### config.mk
export PLATFORM = sky130hd
export DESIGN_NAME = ram_port_arbiter
export DESIGN_NICKNAME = d
export VERILOG_FILES = /design/src/rtl/ram_arb_pkg.sv /design/src/rtl/rr_pick2.sv /design/src/rtl/ram_port_arbiter.sv
export SDC_FILE = /design/constraint.sdc
export NUM_CORES = 1
export LEC_CHECK = 0
export CAP_MARGIN = 20
export CORE_MARGIN = 2
export CORE_UTILIZATION = 23
export CTS_CLUSTER_SIZE = 28
export DETAILED_ROUTE_END_ITERATION = 12
export GPL_TIMING_DRIVEN = 0
export PLACE_DENSITY = 0.81
export SYNTH_ARGS = -nofsm -noshare
export SYNTH_HDL_FRONTEND = slang
export SYNTH_SLANG_ARGS = --single-unit
### constraint.sdc
create_clock -name CLK -period 2.8 [get_ports CLK]
set_clock_uncertainty 0.1 [all_clocks]
set_input_delay 0.7 -clock CLK [delete_from_list [all_inputs] [get_ports CLK]]
set_output_delay 0.7 -clock CLK [all_outputs]
set_load 0.02 [all_outputs]
### src/rtl/ram_arb_pkg.sv
// Shared defaults and state encoding for the RAM port-A arbiter.
package ram_arb_pkg;

  localparam int unsigned RamAddrW = 6;
  localparam int unsigned RamDataW = 16;

  typedef enum logic [1:0] {
    StIdle = 2'd0,
    StOwn0 = 2'd1,
    StOwn1 = 2'd2
  } arb_state_e;

endpackage

### src/rtl/rr_pick2.sv
// Combinational two-way round-robin picker: on a tie the client that did not win last goes first.
module rr_pick2 (
  input  logic [1:0] req_i,
  input  logic       last_i,
  output logic [1:0] gnt_o
);

  always_comb begin
    gnt_o = 2'b00;
    case (req_i)
      2'b01:   gnt_o = 2'b01;
      2'b10:   gnt_o = 2'b10;
      2'b11:   gnt_o = last_i ? 2'b01 : 2'b10;
      default: gnt_o = 2'b00;
    endcase
  end

endmodule

### src/rtl/ram_port_arbiter.sv
// Shares RAM port A between two req/gnt clients with round-robin arbitration and bounded lock.
module ram_port_arbiter
  import ram_arb_pkg::*;
#(
  parameter int unsigned ADDR_W    = RamAddrW,
  parameter int unsigned DATA_W    = RamDataW,
  parameter int unsigned MAX_BURST = 4
) (
  input  logic              CLK,
  input  logic              rst_n,
  input  logic              req0,
  input  logic              req1,
  input  logic              lock0,
  input  logic              lock1,
  input  logic              we0,
  input  logic              we1,
  input  logic [ADDR_W-1:0] addr0,
  input  logic [ADDR_W-1:0] addr1,
  input  logic [DATA_W-1:0] wdata0,
  input  logic [DATA_W-1:0] wdata1,
  output logic              gnt0,
  output logic              gnt1,
  output logic              rvalid0,
  output logic              rvalid1,
  output logic [DATA_W-1:0] rdata,
  output logic              ram_we,
  output logic [ADDR_W-1:0] ram_addr,
  output logic [DATA_W-1:0] ram_di,
  input  logic [DATA_W-1:0] ram_spo
);

  localparam int unsigned BurstW = (MAX_BURST > 1) ? $clog2(MAX_BURST) : 1;
  localparam logic [BurstW-1:0] BurstMax = BurstW'(MAX_BURST - 1);

  arb_state_e        state_q, state_d;
  logic              last_q, last_d;
  logic [BurstW-1:0] cnt_q, cnt_d;
  logic              rvalid0_q, rvalid1_q;

  logic [1:0] rr_gnt;
  logic [1:0] gnt;
  logic       keep0, keep1;

  function automatic logic [BurstW-1:0] sat_inc(input logic [BurstW-1:0] v);
    return (v == BurstMax) ? v : v + 1'b1;
  endfunction

  rr_pick2 u_pick (
    .req_i  ({req1, req0}),
    .last_i (last_q),
    .gnt_o  (rr_gnt)
  );

  // The owner keeps the port unless the other client has waited through a full burst.
  always_comb begin
    keep0 = (state_q == StOwn0) && req0 && (!req1 || (cnt_q < BurstMax));
    keep1 = (state_q == StOwn1) && req1 && (!req0 || (cnt_q < BurstMax));
    if (keep0) begin
      gnt = 2'b01;
    end else if (keep1) begin
      gnt = 2'b10;
    end else begin
      gnt = rr_gnt;
    end
    if (!rst_n) begin
      gnt = 2'b00;
    end
  end

  assign gnt0 = gnt[0];
  assign gnt1 = gnt[1];

  always_comb begin
    ram_we   = (gnt[0] & we0) | (gnt[1] & we1);
    ram_addr = gnt[1] ? addr1 : addr0;
    ram_di   = gnt[1] ? wdata1 : wdata0;
  end

  always_comb begin
    state_d = StIdle;
    cnt_d   = '0;
    last_d  = last_q;
    if (gnt[0]) begin
      state_d = lock0 ? StOwn0 : StIdle;
      last_d  = 1'b0;
      if (state_q == StOwn0) begin
        cnt_d = sat_inc(cnt_q);
      end
    end else if (gnt[1]) begin
      state_d = lock1 ? StOwn1 : StIdle;
      last_d  = 1'b1;
      if (state_q == StOwn1) begin
        cnt_d = sat_inc(cnt_q);
      end
    end
  end

  always_ff @(posedge CLK or negedge rst_n) begin
    if (!rst_n) begin
      state_q   <= StIdle;
      last_q    <= 1'b1;
      cnt_q     <= '0;
      rvalid0_q <= 1'b0;
      rvalid1_q <= 1'b0;
    end else begin
      state_q   <= state_d;
      last_q    <= last_d;
      cnt_q     <= cnt_d;
      rvalid0_q <= gnt[0] & ~we0;
      rvalid1_q <= gnt[1] & ~we1;
    end
  end

  assign rvalid0 = rvalid0_q;
  assign rvalid1 = rvalid1_q;
  assign rdata   = ram_spo;

endmodule
After elaboration in Yosys (flattened, before gate mapping)
Cells that the tools add are included.
{"block": "word_totals", "ff_bits": 7, "out_inout_bits": 43, "word_cells": 47, "in_bits": 68}
{"block": "classes", "muxes": 18, "add_sub_neg": 1, "reduce_logical": 9, "bitwise": 7, "magnitude_cmp": 1, "eq_ne": 6}
{"operator": "$mux 2", "n": 12}
{"operator": "$mux 16", "n": 1}
{"operator": "$eq 2x2->1 const B", "n": 4}
{"operator": "$mux 6", "n": 1}
{"operator": "$pmux 2 s3", "n": 1}
{"operator": "$and 1x1->1", "n": 4}
{"operator": "$eq 2x1->1 const B", "n": 2}
{"operator": "$logic_and 1x1->1", "n": 4}
{"operator": "$mux 1", "n": 3}
{"operator": "$add 2x1->2 const B", "n": 1}
{"operator": "$logic_not 1->1", "n": 2}
{"operator": "$logic_or 1x1->1", "n": 2}
{"operator": "$lt 2x2->1 const B", "n": 1}
{"operator": "$not 1->1", "n": 2}
{"operator": "$reduce_bool 2->1", "n": 1}
{"operator": "$or 1x1->1", "n": 1}

Logic depth before layout (Yosys ltp)
Gate-level depths: netlist of run 1.
{"block": "logic_depth", "word_depth": 8, "ltp_mapped": 6, "depth_no_buf": 4}

Hierarchy
From an unflattened synthesis of run 1, not the netlist that was laid out.
{"block": "hier_totals", "cells_unflattened": 77, "hier_area_um2": 828.3}
{"mod": "ram_port_arbiter", "seq_area_each_um2": 176.4, "n_inst": 1, "cells_per_inst": 74, "area_each_um2": 809.5}
{"mod": "rr_pick2", "seq_area_each_um2": 0.0, "n_inst": 1, "cells_per_inst": 3, "area_each_um2": 18.8}

Worst setup path after synthesis of run 1
OpenSTA, ideal clock, no wires.
{"block": "synth_path", "kind": "input to output", "startpoint": "in req1", "endpoint": "out ram_di[10]", "slack_ns": 0.043, "path_buffers": 2, "t_arrival_ns": 1.957, "required_ns": 2.000, "path_stages": 6, "path_cell_list": "nand3_1 -> and3_1 -> buf_2 -> nor3_4 -> buf_6 -> mux2_2"}
{"block": "synth_via", "elab_chain_len": 6, "elab_cells_between_ends": 13, "classes_between": "eq/ne (3); mux (5); reduce/logical (5)"}
{"element": "start: declaration", "line": "ram_port_arbiter.sv:12", "text": "input logic req1,"}
{"element": "$eq 2x2->1, or another cell as far along", "line": "rr_pick2.sv:10", "text": "case (req_i)"}
{"element": "$pmux 2 s3, or another cell as far along", "line": "rr_pick2.sv:10"}
{"element": "$mux 2 / $logic_and 1x1->1 (equally long branches)", "line": "ram_port_arbiter.sv:60, ram_port_arbiter.sv:56"}
{"element": "$mux 2 *", "line": "ram_port_arbiter.sv:58", "text": "if (keep0) begin"}
{"element": "$mux 2 *", "line": "ram_port_arbiter.sv:65", "text": "if (!rst_n) begin"}
{"element": "net gnt1", "line": "ram_port_arbiter.sv:22", "text": "output logic gnt1,"}
{"element": "$mux 16 *", "line": "ram_port_arbiter.sv:76", "text": "ram_di = gnt[1] ? wdata1 : wdata0;"}
{"element": "end: declaration", "line": "ram_port_arbiter.sv:28", "text": "output logic [DATA_W-1:0] ram_di,"}
Mark *: on every way through the listed nets, which the timed path passes. The rest lies on a longest branch.

Final worst setup path of run 1
{"block": "layout_path", "startpoint": "in req1", "endpoint": "out ram_addr[2]"}
{"block": "layout_via", "elab_chain_len": 6, "elab_cells_between_ends": 13, "classes_between": "eq/ne (3); mux (5); reduce/logical (5)"}
{"element": "$eq 2x2->1, or another cell as far along", "line": "rr_pick2.sv:10"}
{"element": "$pmux 2 s3, or another cell as far along", "line": "rr_pick2.sv:10"}
{"element": "$mux 2 / $logic_and 1x1->1 (equally long branches)", "line": "ram_port_arbiter.sv:60, ram_port_arbiter.sv:56"}
{"element": "$mux 2 *", "line": "ram_port_arbiter.sv:58"}
{"element": "$mux 2 *", "line": "ram_port_arbiter.sv:65"}
{"element": "$mux 6 *", "line": "ram_port_arbiter.sv:75", "text": "ram_addr = gnt[1] ? addr1 : addr0;"}
{"element": "end: declaration", "line": "ram_port_arbiter.sv:27", "text": "output logic [ADDR_W-1:0] ram_addr,"}
Every way passes the cells marked *; elsewhere a longest branch is shown, timed or not.

==> run summary, run 1 <==
The run gives 1821 microns as the wire length on met2. Counting every instance in the synthesized netlist gives 72. The post-synthesis net count is 140. The setup path with the least slack is of type in2out. The clock drives 7 sinks. Signal routing reaches up to met4. Leading cell type in the layout, fill and taps excluded: sky130_fd_sc_hd__clkdlybuf4s50_1.

Relative to the synthesized area, the layout overhead comes to 149.0%. The buffer type at the clock tree root is sky130_fd_sc_hd__clkbuf_4. Entering global routing, the biggest net connects 12 pins. The logs give 4312 microns for the wire length of the first global-routing pass and 1 for the maximum level of the CTS H-tree. TritonCTS built the clock tree. Synthesis inferred 7 register bits.

The first detailed-routing pass took 3 iterations. For this run, the number of Yosys warnings is 0. Internal power comes to 0.3649 mW. For the worst setup path, the data required time is 2.00 ns. Setup repair after global routing could not meet its margin everywhere.

The final non-filler cell total came out at 217. The setup slack after placement is -1.181 ns. The per-cell routed wire length was 14.17 microns; the post-route DRC violation count was 0. The clock reaches the later pin of the worst-skew pair after 0.26 ns.

In this design, the largest share of critical-path delay is due to buffers and inverters. The worst-case IR drop observed on VDD is 267.3 uV. The number of input and output port buffers inserted is 94.

The combined buffer and inverter count along the critical path was 4. For the pin with the worst max-slew slack, the measured transition is 0.4904 ns. The clock period could shrink to 2.743 ns. In this run the remaining antenna-violating nets after routing total 0. The floorplan row count is 20, and the total power draw is 0.5368 mW.

Clock-pin slew was measured on the worst setup and hold paths at 0.05 ns. Routability-driven placement finished with a final weighted congestion of 0.6911. The leftover overflow at the end of global routing was 0; the share of cells above drive strength 1 was 47.40%. Number of stages on the worst setup path: 8.

The core area came out at 0.003053 sq mm. The logs give 0 for the final setup violation count and 0.05681 ns for the minimum setup slack in the final design. The worst path uses 97.97% of the clock period. For the total clock buffers created by CTS, the log shows 3. Power spread over the standard cell area amounts to 293.1 mW/mm^2. The met3 routed wirelength is 187 microns, and the number of cells in the design after placement is 210. Headroom to the max-slew limit came out at 66.89%.

Synthesized area per cell: 10.22 sq um. The placed instances occupy a cell area of 0.001732 sq mm. The startpoint type of the worst setup path is an input pin. The library cells used most frequently in the layout, excluding fill and tap cells, are 66 x sky130_fd_sc_hd__clkdlybuf4s50_1, 20 x sky130_fd_sc_hd__buf_6, 19 x sky130_fd_sc_hd__buf_4. In this run the power spent charging and discharging nets is 0.1719 mW. STA classifies the critical path endpoint as an output port. Summing all multi-input logic gate instances after layout gives 469.2 sq um.

Once detailed placement completed, the half-perimeter wirelength came to 2497 microns. Switching part of the total: 32.03%. In this run the worst path has a maximum fanout of 5.

Fill cells in the final layout number 288. The share of synthesized registers carrying an async set or reset is 100.0%, and the initial antenna violation count is 0. The logic gate share of total power was 61.9%.

Summing all non-filler instances in the final layout gives an area of 0.001832 sq mm. The cell area that synthesis handed to floorplanning was 735.7 sq um. The tightest min-delay check is of the in2async type.

The maximum single-stage delay on the critical path works out to 0.34 ns. The final route contains 915 vias. At the end of the flow, the number of nets in the layout was 242. Summed over all cells, the static leakage comes to 0.8111 nW. Sequential cells account for 20.9% of the total power.

Global routing consumed, over all layers together, 15.84% of the routing resources. Derived from the worst setup path, the maximum achievable clock frequency is 364.5 MHz. In the final layout, flip-flops and latches occupy 176.4 sq um.

The clock network is responsible for 17.2% of the overall power. For this design, the slowest cell found on the critical path is sky130_fd_sc_hd__mux2_2. The number of hold-slack violations in the final timing report is 0. The logs give 0 for the number of max-slew violations in the final report and 0 for the number of max-cap violations. The worst register-to-register path has a depth of 5.

Summed over all layers, the routed wires come to 3074 microns. Post-synthesis cell type count: 23. For this run, the share of the core covered by cells in the final layout is 60.00%. The vertical die dimension is 60.56 microns, and the total inserted antenna cells is 0. The most used flip-flop cell after synthesis is sky130_fd_sc_hd__dfrtp_1. During I/O placement, the number of pins put on the boundary was 111.

Area of the die: 0.003667 sq mm. The number of enable-type register cells in the synthesized netlist was 0; the die extent in x was 60.56 microns. The post-route met1 wirelength is 1052 microns. Most prevalent standard cell on the critical path: sky130_fd_sc_hd__buf_6. The maximum buffer depth of the clock tree was 2. Walking the worst path, the cells encountered are buf_8 > nand3_2 > and3_4 > nor3_4 > buf_6 > buf_6 > mux2_2 > buf_6.

Data on the critical path arrives at its endpoint at 1.94 ns. Once the floorplan was initialized, standard cells occupied 24.10% of the core. For the proportion of synthesized chip area in sequential cells, the log shows 23.98%.

The detailed router finished its first iteration with 25 violations. The run gives 969 as the number of global-route vias before repair. The flow ran to the end, and the final reports show no timing, DRC or antenna violations.

Average vias per placed instance: 4.217.
[layout make-up]
cell class / instances / share of cell area [%]
well taps: 44 / 3.005
repair buffers: 99 / 53.14
flip-flops and latches: 7 / 9.631
multi-input cells: 46 / 25.61
plain buffers: 17 / 7.172
clock buffers: 4 / 1.434
[layer usage]
metal,global-route usage [%],up-vias
li1,-,443
met1,16.02,418
met2,32.92,52
met3,3.412,2
met4,2.795,0
met5,0,-
[kinds of logic after synthesis]
family,Yosys count,share of synthesized area [%]
AND/OR/NAND/NOR,16,13.95
multiplexers,22,33.67
AO/OA/AOI/OAI,8,8.333
flip-flops,7,23.98
buffers and inverters,19,20.07
[path summary, 6_finish.rpt]
kind	start	to	slack, ns
min in group CLK	cnt_q[0]	cnt_q[1]	0.51
hold / removal	rst_n	state_q[0]	0.16
setup reg to reg	state_q[0]	cnt_q[1]	1.08
setup / recovery	req1	ram_addr[2]	0.06
max in group asynchronous	rst_n	last_q	2.22
hold reg to reg	cnt_q[0]	cnt_q[1]	0.51
[cells in the mapped netlist, types with 2 or more instances]
master,instances,area (sq um)
sky130_fd_sc_hd__mux2_2,22,247.7
sky130_fd_sc_hd__buf_4,16,120.1
sky130_fd_sc_hd__dfrtp_1,6,150.1
sky130_fd_sc_hd__a21oi_1,3,15.01
sky130_fd_sc_hd__nand2_1,3,11.26
sky130_fd_sc_hd__and2_1,2,12.51
sky130_fd_sc_hd__buf_6,2,22.52
sky130_fd_sc_hd__nor2_1,2,7.510
sky130_fd_sc_hd__nor2b_1,2,12.51
[what timing repair did]
item                       in CTS  in global routing
gates resized for setup       155                  5
hold buffers                    0                  0
buffers inserted                4                  0
setup endpoints to repair      25                 23
cloned                          1                  0
pin swaps                       2                  1
[per-stage QoR]
| step | setup TNS (ns) | hold WS (ns) |
|---|---|---|
| 6_report | 0 | 0.1610 |
| 2_1_floorplan | 0 | 0.3044 |
| 5_1_grt | -0.008770 | 0.1517 |
| 4_1_cts | 0 | 0.1510 |
| 3_5_place_dp | -27.24 | 0.4690 |
| 3_3_place_gp | -26.49 | 0.4462 |
[sequential cells by signal, summed over array words and instances, names as in the netlist]
| signal | flops |
|---|---|
| cnt_q | 2 |
| last_q | 1 |
| rvalid0 | 1 |
| rvalid1 | 1 |
| state_q | 2 |
[power groups by stage]
stage | Sequential, mW | Clock (mW) | Combinational (mW)
3_5_place_dp | 0.114 | 0 | 0.315
5_1_grt | 0.113 | 0.103 | 0.352
4_1_cts | 0.112 | 0.0961 | 0.331
2_1_floorplan | 0.115 | 0 | 0.144
3_3_place_gp | 0.114 | 0 | 0.310
6_report | 0.112 | 0.0922 | 0.332
(Power assumes the default switching activity.)
==> run 2: changes to the inputs <==
--- a/config.mk
+++ b/config.mk
@@ -5,13 +5,13 @@
 export SDC_FILE = /design/constraint.sdc
 export NUM_CORES = 1
 export LEC_CHECK = 0
-export CAP_MARGIN = 20
+export CORE_ASPECT_RATIO = 1.5
 export CORE_MARGIN = 2
-export CORE_UTILIZATION = 23
+export CORE_UTILIZATION = 25
 export CTS_CLUSTER_SIZE = 28
 export DETAILED_ROUTE_END_ITERATION = 12
 export GPL_TIMING_DRIVEN = 0
-export PLACE_DENSITY = 0.81
+export PLACE_DENSITY = 0.87
 export SYNTH_ARGS = -nofsm -noshare
 export SYNTH_HDL_FRONTEND = slang
 export SYNTH_SLANG_ARGS = --single-unit
==> constraint.sdc (replaced) <==
create_clock -name CLK -period 3.45 [get_ports CLK]
set_clock_uncertainty 0.1 [all_clocks]
set_input_delay 0.8625 -clock CLK [delete_from_list [all_inputs] [get_ports CLK]]
set_output_delay 0.8625 -clock CLK [all_outputs]
set_load 0.02 [all_outputs]
==> run summary, run 2 (same netlist as run 1, synthesis figures left out) <==
In the finished design, the share of the clock period the worst path needs comes to 97.84%. The run gives 2856 microns (was 3074 microns) as the overall routed net length. The clock edge transition at the registers on the reported setup and hold paths came out at 0.04 ns (was 0.05 ns).

The logs give 0.7544 nW (was 0.8111 nW) for the leakage power summed over all cells and 0.001725 sq mm (was 0.001732 sq mm) for the post-detailed-placement cell area. The signed area change from the synthesized netlist to the final layout works out to 135.9% (was 149.0%). The worst-skew pair later-pin latency is 0.23 ns (was 0.26 ns). The register-to-register setup slack is 1.77 ns (was 1.08 ns), and the total clock buffers created by CTS is 3 (unchanged). The run gives 296.2 MHz as the peak clock frequency supported by timing. The vertical die dimension was 70.44 microns (was 60.56 microns); the final-layout worst hold slack was 0.3803 ns (was 0.1610 ns).

The tools report the number of inserted filler cells in the final layout as 257 (was 288). The number of hold-slack violations in the final timing report came out at 0 (unchanged). The start of the worst register-to-register path was state_q[1] (was state_q[0]).

For the final setup violation count, the log shows 0 (unchanged). The logs give 7 (was 25) for the number of violations reported at the end of detailed-routing iteration 0 and 948 (was 915) for the via count. The worst-path maximum fanout is 5 (unchanged). The start-to-end type of the worst setup path was in2out (unchanged). The number of sinks driven by the clock tree was 7 (unchanged); the pin count of the biggest net entering global routing was 12 (unchanged). Wire length of the first global-routing pass: 3946 microns (was 4312 microns). The required time of the critical path came out at 2.49 ns (was 2.00 ns). The run gives 0.002853 sq mm (was 0.003053 sq mm) as the core area.

HPWL after detailed placement: 2352 microns (was 2497 microns). Final antenna-violating net count: 0 (unchanged). TritonCTS built the clock tree. Share of cells above drive strength 1: 44.00% (was 47.40%).

The worst slew margin relative to its limit is 67.34% (was 66.89%). Biggest registers after layout: cnt_q (2), state_q (2) (unchanged). The run gives 2 (unchanged) as the maximum buffer depth of the clock tree. The data arrival time of the critical path came out at 2.41 ns (was 1.94 ns). The tools report the critical path capture point as gnt0 (was ram_addr[2]). The startpoint type of the worst setup path is an input pin (unchanged). The buffer type at the clock tree root was sky130_fd_sc_hd__clkbuf_8 (was sky130_fd_sc_hd__clkbuf_4). The post-route DRC violation count came out at 0 (unchanged).

The category of the worst setup path capture point is an output port (unchanged). Most frequent cells in the layout: 67 x sky130_fd_sc_hd__clkdlybuf4s50_1, 22 x sky130_fd_sc_hd__mux2_2, 19 x sky130_fd_sc_hd__buf_2 (was 66 x sky130_fd_sc_hd__clkdlybuf4s50_1, 20 x sky130_fd_sc_hd__buf_6, 19 x sky130_fd_sc_hd__buf_4). For the leftover overflow at the end of global routing, the log shows 0 (unchanged).

For the net count of the finished layout, the log shows 244 (was 242). The number of input and output port buffers inserted is 94 (unchanged), and the maximum vdd drop is 192.7 uV (was 267.3 uV). Setup repair after global routing left no endpoint under its margin. The run gives 961 (was 969) as the number of global-route vias before repair.

The tools report the share of the core filled with cells in the final layout as 60.83% (was 60.00%). Start point of the critical path: req1 (unchanged). Kind of path behind the tightest hold check: in2async (unchanged). The tools report the total inserted antenna cells as 0 (unchanged). The per-cell routed wire length was 13.35 microns (was 14.17 microns).

The run finished with clean final reports. The starting utilization of the core area came out at 25.79% (was 24.10%). Average vias per placed instance: 4.430 (was 4.217).

The tools report the initial antenna violation count as 0 (unchanged). The overall global routing resource usage was 16.35% (was 15.84%); the final standard cell area without fillers was 0.001735 sq mm (was 0.001832 sq mm). Area of the die: 0.003402 sq mm (was 0.003667 sq mm). For the maximum level of the CTS H-tree, the log shows 1 (unchanged). The leading cell type in the layout, fill and taps excluded was sky130_fd_sc_hd__clkdlybuf4s50_1 (unchanged).

The logs give 111 (unchanged) for the number of primary I/O pins and 0 (unchanged) for the number of max-slew violations in the final report. Capture instance of the worst register-to-register path: state_q[1] (was cnt_q[1]). The floorplan row count is 24 (was 20), and the post-route minimum period is 3.376 ns. The power density over the cells came out at 259.0 mW/mm^2 (was 293.1 mW/mm^2). The cell count of the worst reg-to-reg path is 7 (was 5), and the die extent in x is 48.30 microns (was 60.56 microns).

The slew at the pin closest to its max-slew limit is 0.4838 ns (was 0.4904 ns), and the weighted congestion reported at the end of routability-driven placement is 0.7129 (was 0.6911). The number of optimization iterations in the first detailed-route pass came out at 6 (was 3). The run gives 0 (unchanged) as the number of max-cap violations.
==> run 2: what timing repair did <==
action / CTS / global route
hold buffers: 0 / 0
setup endpoints to repair: 25 / 23
setup buffers: 4 / 0
pin swaps: 1 / 1
resized for setup: 96 / 4
gates cloned: 1 / 0
==> run 2: layer usage <==
layer	wire (microns)	global-route usage, %	up-vias
met4	36	7.508	0
met5	0	0	-
met1	862	14.87	422
li1	-	-	443
met2	1603	29.82	79
met3	355	4.651	4
==> run 2: worst max-delay path: stages <==
cell	delay [ns]
sky130_fd_sc_hd__clkdlybuf4s15_2	0.22
sky130_fd_sc_hd__nand3_1	0.07
sky130_fd_sc_hd__and3_1	0.16
sky130_fd_sc_hd__buf_2	0.15
sky130_fd_sc_hd__o31a_2	0.39
sky130_fd_sc_hd__clkdlybuf4s50_1	0.56
==> run 2: where the power goes <==
group | internal [mW] | switching [mW] | leakage [nW]
clock network | 0.0800 | 0.0362 | 0.0228
logic | 0.142 | 0.100 | 0.639
registers | 0.0892 | 0.00241 | 0.0925
total | 0.311 | 0.139 | 0.754
==> run 2: how the worst min path moves through the flow <==
stage               startpoint        to  slack, ns  cells past startpoint
floorplan             cnt_q[0]  cnt_q[1]       0.42                      2
global placement      cnt_q[0]  cnt_q[1]       0.45                      2
detailed placement    cnt_q[0]  cnt_q[1]       0.47                      2
CTS                      rst_n   rvalid0       0.48                      1
global route             rst_n  cnt_q[0]       0.39                      1
finish                   rst_n   rvalid0       0.38                      1
==> run 2: area by class of cell <==
| cell class | instances | area (sq um) | share of cell area (%) |
|---|---|---|---|
| repair buffers | 99 | 894.6 | 51.55 |
| well taps | 39 | 48.80 | 2.812 |
| clock buffers | 4 | 45.04 | 2.596 |
| flip-flops and latches | 7 | 176.4 | 10.17 |
| multi-input cells | 46 | 422.9 | 24.37 |
| plain buffers | 19 | 147.6 | 8.508 |
==> run 2: per-stage QoR <==
step | worst slack [ns] | std cells | setup TNS (ns) | total power [mW]
after CTS | 0.01132 | 214 | 0 | 0.4514
after global placement | -0.7868 | 205 | -17.38 | 0.3427
after global routing | 0.01405 | 214 | 0 | 0.4734
after detailed placement | -0.8588 | 205 | -18.99 | 0.3463
after floorplan | 0.3685 | 72 | 0 | 0.2101
final | 0.07441 | 214 | 0 | 0.4495
